### config.mk
export PLATFORM = sky130hd
export DESIGN_NAME = fp_div
export DESIGN_NICKNAME = d
export VERILOG_FILES = /design/src/rtl/fp_div.sv
export SDC_FILE = /design/constraint.sdc
export NUM_CORES = 1
export LEC_CHECK = 0
export BUFFER_PORTS_ARGS = -buffer_cell sky130_fd_sc_hd__clkbuf_2
export CORE_UTILIZATION = 65
export CTS_CLUSTER_DIAMETER = 150
export CTS_CLUSTER_SIZE = 24
export DETAILED_ROUTE_END_ITERATION = 10
export GPL_ROUTABILITY_DRIVEN = 1
export GPL_TIMING_DRIVEN = 0
export PLACE_DENSITY = 0.95
export SYNTH_ARGS = -nofsm -noshare
export SYNTH_HDL_FRONTEND = slang
export SYNTH_SLANG_ARGS = --single-unit
### constraint.sdc
create_clock -name clk -period 7.06 [get_ports clk]
set_input_delay 0.706 -clock clk [delete_from_list [all_inputs] [get_ports clk]]
set_output_delay 0.706 -clock clk [all_outputs]
set_load 0.01 [all_outputs]
### src/rtl/fp_div.sv
// fp_div: sequential IEEE-754 binary32 divider, op = a / b.
//
// The mantissa quotient comes from a restoring shift-subtract loop that
// retires BITS_PER_CYC quotient bits per clock (1 or 2). Denormal inputs are
// flushed to zero, the result is rounded to nearest-even, and results that
// leave the normal range saturate to signed Inf or flush to signed zero.
//
// Handshake: start is sampled only while busy=0. The accepting edge raises
// busy. finish is a one-cycle pulse with op valid in that same cycle. busy
// stays high during the finish cycle, so the next start is accepted one
// cycle after finish at the earliest. op holds until the next finish.
//
// Optional build macro FPDIV_FLAGS_EN adds
//   flags[4:0] = {invalid, divzero, overflow, underflow, inexact},
// registered alongside op.
//
// Ports:
//   clk     rising-edge clock
//   reset   synchronous, active-high
//   start   request, sampled when busy=0
//   a, b    dividend / divisor, binary32
//   op      result, binary32
//   busy    operation in flight
//   finish  one-cycle completion pulse
//   flags   exception flags (FPDIV_FLAGS_EN builds only)
module fp_div #(
  parameter int BITS_PER_CYC = 1
) (
  input  logic        clk,
  input  logic        reset,
  input  logic        start,
  input  logic [31:0] a,
  input  logic [31:0] b,
  output logic [31:0] op,
  output logic        busy,
  output logic        finish
`ifdef FPDIV_FLAGS_EN
  ,
  output logic [4:0]  flags
`endif
);

  generate
    if (BITS_PER_CYC != 1 && BITS_PER_CYC != 2) begin : g_bad_param
      $error("fp_div: BITS_PER_CYC must be 1 or 2");
    end
  endgenerate

  localparam logic [4:0] LAST_CNT = 5'(26 / BITS_PER_CYC - 1);

  localparam logic [2:0] S_IDLE    = 3'd0;
  localparam logic [2:0] S_DIV     = 3'd1;
  localparam logic [2:0] S_ROUND   = 3'd2;
  localparam logic [2:0] S_SPECIAL = 3'd3;
  localparam logic [2:0] S_DONE    = 3'd4;

  // Operand class: {nan, inf, zero}. Exponent 0 counts as zero, so
  // denormals are flushed here.
  function automatic logic [2:0] op_class(input logic [31:0] x);
    logic exp_ones;
    logic frac_nz;
    exp_ones = &x[30:23];
    frac_nz  = |x[22:0];
    return {exp_ones & frac_nz, exp_ones & ~frac_nz, ~|x[30:23]};
  endfunction

  logic [2:0]        state;
  logic [31:0]       a_r;
  logic [31:0]       b_r;
  logic [24:0]       rem;
  logic [25:0]       quo;
  logic [4:0]        cnt;
  logic signed [9:0] exp_r;
  logic [31:0]       result;

  logic              go_special;
  logic [2:0]        in_cls_a;
  logic [2:0]        in_cls_b;

  logic              sign;
  logic [2:0]        cls_a;
  logic [2:0]        cls_b;
  logic [31:0]       sp_value;

  logic [24:0]       rem_n;
  logic [25:0]       quo_n;
  logic [23:0]       div_d;

  logic              sticky;
  logic              guard;
  logic [22:0]       frac;
  logic              round_up;
  logic [23:0]       frac_sum;
  logic signed [9:0] e_n;
  logic              ovf;
  logic              unf;
  logic [31:0]       rnd_value;

`ifdef FPDIV_FLAGS_EN
  logic [4:0]        sp_flags;
  logic [4:0]        rnd_flags;
  logic [4:0]        flags_r;
`endif

  // Any zero, Inf or NaN operand takes the special path.
  assign in_cls_a   = op_class(a);
  assign in_cls_b   = op_class(b);
  assign go_special = (|in_cls_a) | (|in_cls_b);

  assign sign  = a_r[31] ^ b_r[31];
  assign cls_a = op_class(a_r);
  assign cls_b = op_class(b_r);

  // Special-case result, highest priority first.
  always_comb begin
    sp_value = {sign, 31'd0};
`ifdef FPDIV_FLAGS_EN
    sp_flags = 5'd0;
`endif
    if (cls_a[2] | cls_b[2]) begin
      sp_value = 32'h7FC0_0000;
`ifdef FPDIV_FLAGS_EN
      sp_flags = 5'b10000;
`endif
    end else if ((cls_a[1] & cls_b[1]) | (cls_a[0] & cls_b[0])) begin
      sp_value = 32'hFFC0_0000;
`ifdef FPDIV_FLAGS_EN
      sp_flags = 5'b10000;
`endif
    end else if (cls_a[1]) begin
      sp_value = {sign, 8'hFF, 23'd0};
    end else if (cls_b[0]) begin
      sp_value = {sign, 8'hFF, 23'd0};
`ifdef FPDIV_FLAGS_EN
      sp_flags = 5'b01000;
`endif
    end else begin
      sp_value = {sign, 31'd0};
    end
  end

  // Restoring divide step(s). The remainder stays below D after each
  // compare, so the left shift never loses its top bit.
  assign div_d = {1'b1, b_r[22:0]};

  always_comb begin
    rem_n = rem;
    quo_n = quo;
    for (int i = 0; i < BITS_PER_CYC; i++) begin
      if (rem_n >= {1'b0, div_d}) begin
        rem_n = rem_n - {1'b0, div_d};
        quo_n = {quo_n[24:0], 1'b1};
      end else begin
        quo_n = {quo_n[24:0], 1'b0};
      end
      rem_n = {rem_n[23:0], 1'b0};
    end
  end

  // Normalise, round to nearest-even, then range-check.
  always_comb begin
    sticky = |rem;
    e_n    = exp_r;
    if (quo[25]) begin
      frac   = quo[24:2];
      guard  = quo[1];
      sticky = sticky | quo[0];
    end else begin
      frac  = quo[23:1];
      guard = quo[0];
      e_n   = exp_r - 10'sd1;
    end
    round_up = guard & (sticky | frac[0]);
    frac_sum = {1'b0, frac} + {23'd0, round_up};
    // A carry out leaves frac_sum[22:0] all zero, which is the new mantissa.
    if (frac_sum[23]) begin
      e_n = e_n + 10'sd1;
    end
    ovf = (e_n >= 10'sd255);
    unf = (e_n <= 10'sd0);
    if (ovf) begin
      rnd_value = {sign, 8'hFF, 23'd0};
    end else if (unf) begin
      rnd_value = {sign, 31'd0};
    end else begin
      rnd_value = {sign, e_n[7:0], frac_sum[22:0]};
    end
  end

`ifdef FPDIV_FLAGS_EN
  assign rnd_flags = {1'b0, 1'b0, ovf, unf, guard | sticky | ovf | unf};
`endif

  always_ff @(posedge clk) begin
    if (reset) begin
      state  <= S_IDLE;
      a_r    <= '0;
      b_r    <= '0;
      rem    <= '0;
      quo    <= '0;
      cnt    <= '0;
      exp_r  <= '0;
      result <= '0;
      op     <= '0;
      busy   <= 1'b0;
      finish <= 1'b0;
`ifdef FPDIV_FLAGS_EN
      flags_r <= '0;
      flags   <= '0;
`endif
    end else begin
      finish <= 1'b0;
      case (state)
        S_IDLE: begin
          // busy is still high in the finish cycle; clear it here so that
          // a start coinciding with finish is ignored.
          if (busy) begin
            busy <= 1'b0;
          end else if (start) begin
            a_r   <= a;
            b_r   <= b;
            busy  <= 1'b1;
            rem   <= {2'b01, a[22:0]};
            quo   <= '0;
            cnt   <= '0;
            exp_r <= $signed({2'b00, a[30:23]}) - $signed({2'b00, b[30:23]}) + 10'sd127;
            state <= go_special ? S_SPECIAL : S_DIV;
          end
        end
        S_DIV: begin
          rem <= rem_n;
          quo <= quo_n;
          cnt <= cnt + 5'd1;
          if (cnt == LAST_CNT) begin
            state <= S_ROUND;
          end
        end
        S_ROUND: begin
          result <= rnd_value;
`ifdef FPDIV_FLAGS_EN
          flags_r <= rnd_flags;
`endif
          state <= S_DONE;
        end
        S_SPECIAL: begin
          result <= sp_value;
`ifdef FPDIV_FLAGS_EN
          flags_r <= sp_flags;
`endif
          state <= S_DONE;
        end
        S_DONE: begin
          op     <= result;
          finish <= 1'b1;
`ifdef FPDIV_FLAGS_EN
          flags <= flags_r;
`endif
          state <= S_IDLE;
        end
        default: begin
          state <= S_IDLE;
        end
      endcase
    end
  end

endmodule

==> results.py, run 1 <==
metrics = {
    "setup_path": {
        "crit_fanout": 10,
        "cp.required_ns": 7.42,
        "cp-start-kind": "flop",
        "r2r_start": "quo[25]$_SDFFE_PP0P_",
        "crit_type": "flop to flop",
        "r2r_slack_ns": 2.74,
        "end_kind": "flop",
        "worstReg2RegEnd": "result[14]$_SDFFE_PP0P_",
        "worst-r2r-cell-count": 15,
        "arrival_ns": 4.68,
    },
    "place": {
        "place_congestion": 1.01,
        "hpwl_um": 25100,
        "numPortBuffers": 100,
        "place_area_sq_mm": 0.0123,
    },
    "final_layout": {
        "multi_input_area_sq_mm": 0.00682,
        "diodes": 0,
        "fillCellCount": 1296,
        "final_common_cell": "nand2_1",
        "mostFrequentLayoutCells": "nand2_1 (312), dfxtp_1 (199), a21oi_1 (175)",
        "register_area_sq_mm": 0.00398,
        "syn_to_final_growth_pct": 11.9,
        "design_area_sq_mm": 0.0129,
        "drive_gt1_frac": 0.113,
        "nNetsFinal": 1724,
    },
    "clock_network": {
        "root_buffer": "clkbuf_16",
        "numCtsBuffers": 17,
        "clkTransAtPathRegs_ns": 0.08,
        "cts_tree": "done",
        "cts_setup_buffers": 0,
        "clock_sinks": 199,
        "cts_hold_buffers": 0,
        "htree_num_levels": 4,
        "ctsResizeCount": 0,
        "cts_buffer_depth": 2,
        "clk_latency_ns": 0.45,
    },
    "synthesis": {
        "synth_edf_count": 0,
        "synthFlopType": "dfxtp_1",
        "postSynth.asyncResetShare": 0,
        "synth_fp_nets": 1605,
        "synth_cells": 1499,
        "synth_area_sq_mm": 0.0115,
        "synth_seq_cells": 199,
        "ys_seq_area_frac": 0.346,
        "avgSynthCellArea_sq_um": 7.68,
        "yosysWarnings": 0,
        "synth_cell_types": 76,
    },
    "floorplan": {
        "ios": 101,
        "die-area_sq_mm": 0.0182,
        "start_util": 0.665,
        "fp.dieW_um": 135,
        "rows": 48,
        "die_y_um": 135,
        "core-area_sq_mm": 0.0173,
    },
    "timing": {
        "rsz0062_at_grt": "no",
        "tightest_slew_ns": 0.848,
        "period_needed_ns": 4.32,
        "hold_viol": 0,
        "fin_tns_setup_ns": 0,
        "slew_violations": 0,
        "skew_ns": 0.00902,
        "maxSlewHeadroom": 0.420,
        "timing.fmax_mhz": 231,
        "min_period_over_period": 0.613,
        "setup_viol": 0,
    },
    "detailed_routing": {
        "wire_per_inst_um": 18.4,
        "dr.pass1.iters": 10,
        "final_antenna_net_count": 0,
        "viasPerCell": 6.52,
        "num_vias": 12094,
        "drt_iter0_drc": 1253,
        "drc": 2,
        "wirelength_um": 34100,
    },
    "global_routing": {
        "grt_max_degree": 21,
        "grt_pass1_wl_um": 54300,
        "grt_overflow_total": 0,
        "grt_pass1_vias": 11233,
        "gr-usage-all-layers": 0.376,
        "antenna_found_initial": 0,
    },
    "pwr": {
        "p_per_area_mw_per_mm2": 241,
        "p_leak_nw": 4.88,
        "power.total_mw": 3.10,
        "ir_worst_vdd_v": 0.000207,
    },
    "min_path": {
        "min_from": "result[16]$_SDFFE_PP0P_",
        "hold_depth": 2,
        "hold_end": "op[16]$_SDFFE_PP0P_",
        "hold_path_class": "flop to flop",
    },
    "run": {
        "max_cap_viol_count": 0,
    },
    "outcome": {
        "status": "finished with violations",
        "violations": "DRC",
    },
}
## registers in the layout (all words and copies together), names as in the netlist
signal,cells
rem,25
b_r,32
finish,1
exp_r,10
busy,1
a_r,32
result,32
quo,26
op,32
state,3
cnt,5
## cells in the mapped netlist, types with 5 or more instances
cell	instances	share of area
inv_1	64	0.021
clkbuf_1	84	0.027
o21bai_1	5	0.0033
nor2_1	52	0.017
nor4_1	30	0.016
or2_2	5	0.0027
or4_1	6	0.0039
o32ai_1	6	0.0046
o41ai_1	6	0.0046
nand2_1	312	0.10
o2111ai_1	6	0.0046
a21o_1	14	0.0091
o31ai_1	11	0.0072
dfxtp_1	199	0.35
nor2b_1	18	0.0098
o21ai_0	45	0.020
mux2i_1	16	0.014
o21a_1	5	0.0033
o41ai_2	16	0.023
a311oi_1	9	0.0069
buf_2	8	0.0035
and3_1	21	0.011
nor3_1	26	0.011
a211oi_1	11	0.0072
o221ai_1	12	0.0091
and2_1	12	0.0065
o311ai_0	5	0.0038
a2111oi_0	5	0.0038
xnor2_1	30	0.023
nand3_1	60	0.026
nand4_1	24	0.013
a31oi_1	11	0.0060
o22ai_1	9	0.0049
nand2b_1	8	0.0043
or3_1	9	0.0049
ha_1	37	0.040
xor2_1	27	0.021
a32o_1	5	0.0043
o211ai_1	11	0.0072
a21oi_1	175	0.076
a21boi_0	21	0.014
buf_1	9	0.0029
## layout make-up
cell class	count	share of cell area
Multi-Input combinational cell	1128	0.530
Sequential cell	199	0.309
Timing Repair Buffer	100	0.0389
Buffer	108	0.0361
Clock buffer	18	0.0341
Tap cell	225	0.0219
Inverter	64	0.0187
Clock inverter	14	0.0113
## layer usage
layer | vias to the layer above | global-route usage | share of wire
li1 | 5622 | - | -
met1 | 5613 | 0.452 | 0.39
met2 | 691 | 0.626 | 0.47
met3 | 168 | 0.0623 | 0.084
met4 | 0 | 0.237 | 0.059
met5 | - | 0 | 0
## worst max path at each step
stage	from	end	slack, ns	depth (start not counted)
2_1_floorplan	exp_r[1]$_SDFFE_PP0P_	result[22]$_SDFFE_PP0P_	3.70	13
3_3_place_gp	quo[25]$_SDFFE_PP0P_	result[14]$_SDFFE_PP0P_	3.02	15
3_5_place_dp	quo[25]$_SDFFE_PP0P_	result[14]$_SDFFE_PP0P_	2.91	15
4_1_cts	quo[25]$_SDFFE_PP0P_	result[14]$_SDFFE_PP0P_	2.88	15
5_1_grt	quo[25]$_SDFFE_PP0P_	result[18]$_SDFFE_PP0P_	2.61	17
6_report	quo[25]$_SDFFE_PP0P_	result[14]$_SDFFE_PP0P_	2.74	15
## worst max-delay path, cell delays in order, from the launching register on
cell and delay, ns:
dfxtp_1 0.44, buf_6 0.19, buf_8 0.16, buf_4 0.19, clkbuf_1 0.45, clkbuf_1 0.50, mux2i_1 0.15, nor2b_1 0.14
ha_1 0.20, and3_1 0.21, o21ai_0 0.19, nor4b_1 0.70, nand3_1 0.19, a31oi_1 0.20, o21ai_0 0.12, o41ai_2 0.19
## where the power goes
group | internal, mW | switching [mW] | total [mW]
combinational | 0.328 | 0.566 | 0.894
clock | 0.483 | 0.495 | 0.978
sequential | 1.17 | 0.0535 | 1.23
total | 1.98 | 1.11 | 3.10
## cell families (layout without fill, tap and decap cells)
logic type | count (synthesis) | count (layout) | synth area share
and+or+nand+nor | 600 | 600 | 0.245
muxes | 18 | 18 | 0.0159
DFF | 199 | 199 | 0.346
adders and majority gates | 39 | 39 | 0.0437
buffers and inverters | 172 | 304 | 0.0612
xor gates and xnor gates | 57 | 57 | 0.0434
AOI/OAI and AO/OA | 414 | 414 | 0.245
## through the flow
| step | cells | setup WS [ns] | hold slack, ns | utilization |
|---|---|---|---|---|
| after global routing | 1856 | 2.61 | 0.468 | 0.744 |
| after detailed placement | 1824 | 2.91 | 0.444 | 0.711 |
| after CTS | 1856 | 2.88 | 0.457 | 0.744 |
| final | 1856 | 2.74 | 0.455 | 0.744 |
| after floorplan | 1499 | 3.70 | 0.420 | - |
| after global placement | 1824 | 3.02 | 0.437 | 0.711 |
(Power assumes the default switching activity.)
==> inputs of run 2 (changes only) <==
Settings changed: CORE_UTILIZATION 65 to 61, PLACE_DENSITY 0.95 to 0.91.
Clock period 7.06 ns to 4.2 ns, I/O delays scaled along.
==> run 2 against run 1 <==
  * The run now ends clean
  * Sequential share of layout area shrank 0.12 points
  * Final cell count grew 0.11%
  * Sequential cell count is the same
  * Global-route usage shrank 2.2 points
  * Clock power grew 72%
  * Register-to-register slack lost 2.5 ns
  * Core utilization shrank 3.5 points
  * Critical path depth shrank 4
  * Sequential power grew 67%
  * Fmax grew 9.1%
  * Routed wire length grew 0.74%
  * Critical path type unchanged
  * Highest routed layer unchanged
==> results.py, run 2 (same netlist as run 1, synthesis figures left out) <==
metrics = {
    "timing": {
        "period_needed_ns": 3.96,
        "setup_viol": 0,
        "rsz0062_at_grt": "no",
        "timing.fmax_mhz": 252,
        "skew_ns": 0.0104,
        "min_period_over_period": 0.944,
        "slew_violations": 0,
        "fin_tns_setup_ns": 0,
        "hold_viol": 0,
        "tightest_slew_ns": 0.866,
        "maxSlewHeadroom": 0.423,
    },
    "floorplan": {
        "die_y_um": 139,
        "core-area_sq_mm": 0.0182,
        "start_util": 0.632,
        "die-area_sq_mm": 0.0194,
        "rows": 49,
        "fp.dieW_um": 139,
        "ios": 101,
    },
    "min_path": {
        "hold_path_class": "primary input to flop",
    },
    "final_layout": {
        "design_area_sq_mm": 0.0129,
        "final_common_cell": "nand2_1",
        "diodes": 0,
        "syn_to_final_growth_pct": 12.3,
        "mostFrequentLayoutCells": "nand2_1 (312), dfxtp_1 (199), a21oi_1 (175)",
        "drive_gt1_frac": 0.117,
        "nNetsFinal": 1722,
    },
    "run": {
        "max_cap_viol_count": 0,
    },
    "clock_network": {
        "clk_latency_ns": 0.45,
        "cts_hold_buffers": 0,
        "numCtsBuffers": 17,
        "clkTransAtPathRegs_ns": 0.08,
        "cts_tree": "done",
        "htree_num_levels": 4,
        "root_buffer": "clkbuf_16",
        "cts_buffer_depth": 2,
        "clock_sinks": 199,
    },
    "setup_path": {
        "cp.required_ns": 4.54,
        "crit_fanout": 10,
        "cp-start-kind": "flop",
        "crit_type": "flop to flop",
        "arrival_ns": 4.31,
        "end_kind": "flop",
    },
    "pwr": {
        "p_per_area_mw_per_mm2": 408,
        "ir_worst_vdd_v": 0.000342,
        "p_leak_nw": 4.90,
    },
    "outcome": {
        "status": "finished, final reports clean",
    },
    "global_routing": {
        "grt_max_degree": 21,
        "grt_overflow_total": 0,
        "grt_pass1_wl_um": 55400,
        "antenna_found_initial": 0,
        "gr-usage-all-layers": 0.354,
        "grt_pass1_vias": 11238,
    },
    "place": {
        "numPortBuffers": 100,
        "place_congestion": 0.955,
        "place_area_sq_mm": 0.0123,
        "hpwl_um": 25400,
    },
    "detailed_routing": {
        "drt_iter0_drc": 1193,
        "wirelength_um": 34400,
        "final_antenna_net_count": 0,
        "wire_per_inst_um": 18.5,
        "drc": 0,
        "viasPerCell": 6.42,
        "num_vias": 11921,
        "dr.pass1.iters": 6,
    },
}
-- run 2: timing repair --
item	4_1_cts	5_1_grt
setup endpoints to repair	5	38
cloned	0	0
setup buffers	0	0
resized for setup	1	9
-- run 2: area by class of cell --
type                    instances  area (sq um)
multi-input cells            1128          6850
fillers                      1433          5290
flip-flops and latches        199          3980
repair buffers                100           500
plain buffers                 106           462
clock buffers                  18           429
well taps                     229           287
inverters                      64           240
clock inverters                14           173
-- run 2: worst max-delay path, cell delays in order (launching register included) --
cell and delay, ns:
dfxtp_1 0.43, inv_1 0.07, ha_1 0.31, nor2b_1 0.13
o21ai_0 0.39, a21boi_0 0.33, o31ai_2 0.48, a2111oi_2 0.20
o311ai_0 0.53, clkbuf_1 0.52, a21oi_1 0.25, o21a_1 0.23
-- run 2: layer usage --
layer / global-route usage / vias to the layer above / share of wire
li1: - / 5606 / -
met1: 0.422 / 5442 / 0.39
met2: 0.594 / 711 / 0.47
met3: 0.0588 / 162 / 0.082
met4: 0.228 / 0 / 0.055
met5: 0 / - / 0
-- run 2: final timing paths --
check                      startpoint                    to  slack, ns  cells past startpoint
setup / recovery  b_r[1]$_SDFFE_PP0P_   quo[0]$_SDFFE_PP0P_       0.24                     11
hold / removal                  b[17]  b_r[17]$_SDFFE_PP0P_       0.18                      3
setup reg to reg  b_r[1]$_SDFFE_PP0P_   quo[0]$_SDFFE_PP0P_       0.24                     11
hold reg to reg    op[8]$_SDFFE_PP0P_    op[8]$_SDFFE_PP0P_       0.46                      2
-- run 2: power breakdown --
| group | internal [mW] | total (mW) | switching (mW) |
|---|---|---|---|
| clock network | 0.859 | 1.68 | 0.823 |
| logic | 0.557 | 1.52 | 0.968 |
| registers | 1.97 | 2.06 | 0.0922 |
-- run 2: per-stage QoR --
step	utilization	cells	power (mW)	worst slack, ns	hold slack, ns
finish	0.710	1858	5.27	0.236	0.181
global route	0.710	1858	5.48	0.0401	0.186
CTS	0.708	1860	5.21	0.00485	0.173
detailed placement	0.675	1828	3.55	0.0192	0.446
global placement	0.675	1828	3.51	0.132	0.436
floorplan	-	1499	3.16	0.843	0.420
==> inputs of run 3 (changes only) <==
Settings changed: PLACE_DENSITY 0.91 to 0.9.
==> run 3 against run 2 <==
  * Sequential power about the same
  * Clock power about the same
  * Count of clock-buffer cells in the layout down 1
  * Largest cell class unchanged
==> results.py, run 3 (same netlist as run 1, synthesis figures left out) <==
metrics = {
    "detailed_routing": {
        "drt_iter0_drc": 1232,
        "dr.pass1.iters": 6,
        "drc": 0,
        "wire_per_inst_um": 18.3,
        "wirelength_um": 34000,
        "viasPerCell": 6.43,
        "final_antenna_net_count": 0,
        "num_vias": 11951,
    },
    "final_layout": {
        "drive_gt1_frac": 0.115,
        "fin_util": 0.709,
        "final_common_cell": "nand2_1",
        "mostFrequentLayoutCells": "nand2_1 (312), dfxtp_1 (199), a21oi_1 (175)",
        "diodes": 0,
        "syn_to_final_growth_pct": 12.2,
        "nNetsFinal": 1722,
    },
    "pwr": {
        "seqPwrFrac": 0.392,
        "clkPwrFrac": 0.322,
        "p_sw_mw": 1.88,
        "power.total_mw": 5.26,
        "comb_power_share": 0.286,
        "ir_worst_vdd_v": 0.000416,
        "p_per_area_mw_per_mm2": 408,
        "p_int_mw": 3.38,
        "p_leak_nw": 4.89,
        "switching_share": 0.357,
    },
    "timing": {
        "rsz0062_at_grt": "no",
        "maxSlewHeadroom": 0.468,
        "hold_viol": 0,
        "period_needed_ns": 3.97,
        "fin_tns_setup_ns": 0,
        "timing.fmax_mhz": 252,
        "skew_ns": 0.0134,
        "min_period_over_period": 0.945,
        "setup_viol": 0,
        "slew_violations": 0,
        "tightest_slew_ns": 0.797,
    },
    "setup_path": {
        "end_kind": "flop",
        "crit_type": "flop to flop",
        "arrival_ns": 4.28,
        "crit_top_cell": "ha_1",
        "crit_slowest_cell": "a2111oi_2",
        "crit_chain": "buf_2 > inv_1 > ha_1 > nor2b_1 > nor2_1 > ha_1 > o21ai_1 > a2111oi_2 > xnor2_1 > o211ai_1 > o41ai_4 > clkbuf_4 > o41ai_2",
        "critical_path.max_stage_delay_ns": 0.43,
        "worstReg2RegEnd": "result[13]$_SDFFE_PP0P_",
        "worst-r2r-cell-count": 13,
        "cp.required_ns": 4.51,
        "cp-start-kind": "flop",
        "crit_fanout": 10,
        "crit_path_start": "exp_r[0]$_SDFFE_PP0P_",
        "r2r_slack_ns": 0.23,
        "r2r_start": "exp_r[0]$_SDFFE_PP0P_",
        "crit_end": "result[13]$_SDFFE_PP0P_",
    },
    "floorplan": {
        "rows": 49,
        "die_y_um": 139,
        "die-area_sq_mm": 0.0194,
        "ios": 101,
        "core-area_sq_mm": 0.0182,
        "fp.dieW_um": 139,
        "start_util": 0.632,
    },
    "global_routing": {
        "antenna_found_initial": 0,
        "use_met1": 0.423,
        "grt_max_degree": 21,
        "grt_util_met2": 0.597,
        "grt_overflow_total": 0,
        "busiest_layer": "met2",
        "grt_pass1_wl_um": 55300,
        "gr-usage-all-layers": 0.354,
        "met3_usage": 0.0496,
        "grt_pass1_vias": 11332,
    },
    "clock_network": {
        "htree_num_levels": 4,
        "cts_hold_buffers": 0,
        "root_buffer": "clkbuf_16",
        "cts_tree": "done",
        "cts_buffer_depth": 2,
        "clk_latency_ns": 0.45,
        "clkTransAtPathRegs_ns": 0.08,
        "numCtsBuffers": 17,
        "cts_setup_buffers": 0,
        "clock_sinks": 199,
    },
    "run": {
        "max_cap_viol_count": 0,
    },
    "min_path": {
        "hold_path_class": "primary input to flop",
    },
    "place": {
        "hpwl_um": 25400,
        "place_congestion": 0.980,
        "numPortBuffers": 100,
    },
    "outcome": {
        "status": "finished, final reports clean",
    },
}
-- run 3: how the worst min path moves through the flow --
stage	from	endpoint	slack [ns]	cells after the start
4_1_cts	b[14]	b_r[14]$_SDFFE_PP0P_	0.19	3
2_1_floorplan	result[2]$_SDFFE_PP0P_	result[2]$_SDFFE_PP0P_	0.42	2
5_1_grt	b[21]	b_r[21]$_SDFFE_PP0P_	0.19	3
3_3_place_gp	result[3]$_SDFFE_PP0P_	result[3]$_SDFFE_PP0P_	0.44	2
6_report	b[14]	b_r[14]$_SDFFE_PP0P_	0.18	3
3_5_place_dp	result[21]$_SDFFE_PP0P_	result[21]$_SDFFE_PP0P_	0.44	2
-- run 3: per-stage QoR --
stage                     hold slack (ns)  instances  cell area (sq um)  setup slack, ns
after floorplan                     0.420       1499              11500            0.843
after global placement              0.437       1828              12300            0.134
after detailed placement            0.439       1828              12300            0.112
after CTS                           0.187       1860              12900           0.0414
after global routing                0.193       1858              12900           0.0185
final                               0.181       1858              12900            0.230
-- run 3: layout make-up --
| cell class | count | area [sq um] |
|---|---|---|
| multi-input combinational | 1128 | 6840 |
| sequential | 199 | 3980 |
| buffer | 106 | 460 |
| clock buffer | 17 | 425 |
| clock inverter | 15 | 178 |
| inverter | 64 | 240 |
| tap | 229 | 287 |
| fill | 1456 | 5300 |
| timing repair buffer | 100 | 500 |
-- run 3: layer usage --
metal,wire length (um),part of all wire
met1,13600,0.40
met2,16000,0.47
met3,2550,0.075
met4,1890,0.055
met5,0,0
-- run 3: timing repair --
item | 4_1_cts | 5_1_grt
gates resized for setup | 0 | 5
hold endpoints to repair | 0 | 0
endpoints found under the setup margin | 0 | 30
-- run 3: critical path: cells and delay by family, from the launching register on --
family                     cells  cell delay, ns
buffers and inverters          3            0.68
and+or+nand+nor                2            0.47
adders and majority gates      2            0.63
AOI/OAI and AO/OA              5            1.43
xor gates and xnor gates       1            0.26
DFF                            1            0.36
-- run 3: power by group through the flow --
| stage | clock network, mW | registers [mW] | logic (mW) |
|---|---|---|---|
| 2_1_floorplan | 0 | 2.07 | 1.09 |
| 3_3_place_gp | 0 | 2.10 | 1.42 |
| 3_5_place_dp | 0 | 2.10 | 1.45 |
| 4_1_cts | 1.68 | 2.06 | 1.47 |
| 5_1_grt | 1.77 | 2.07 | 1.63 |
| 6_report | 1.69 | 2.07 | 1.51 |
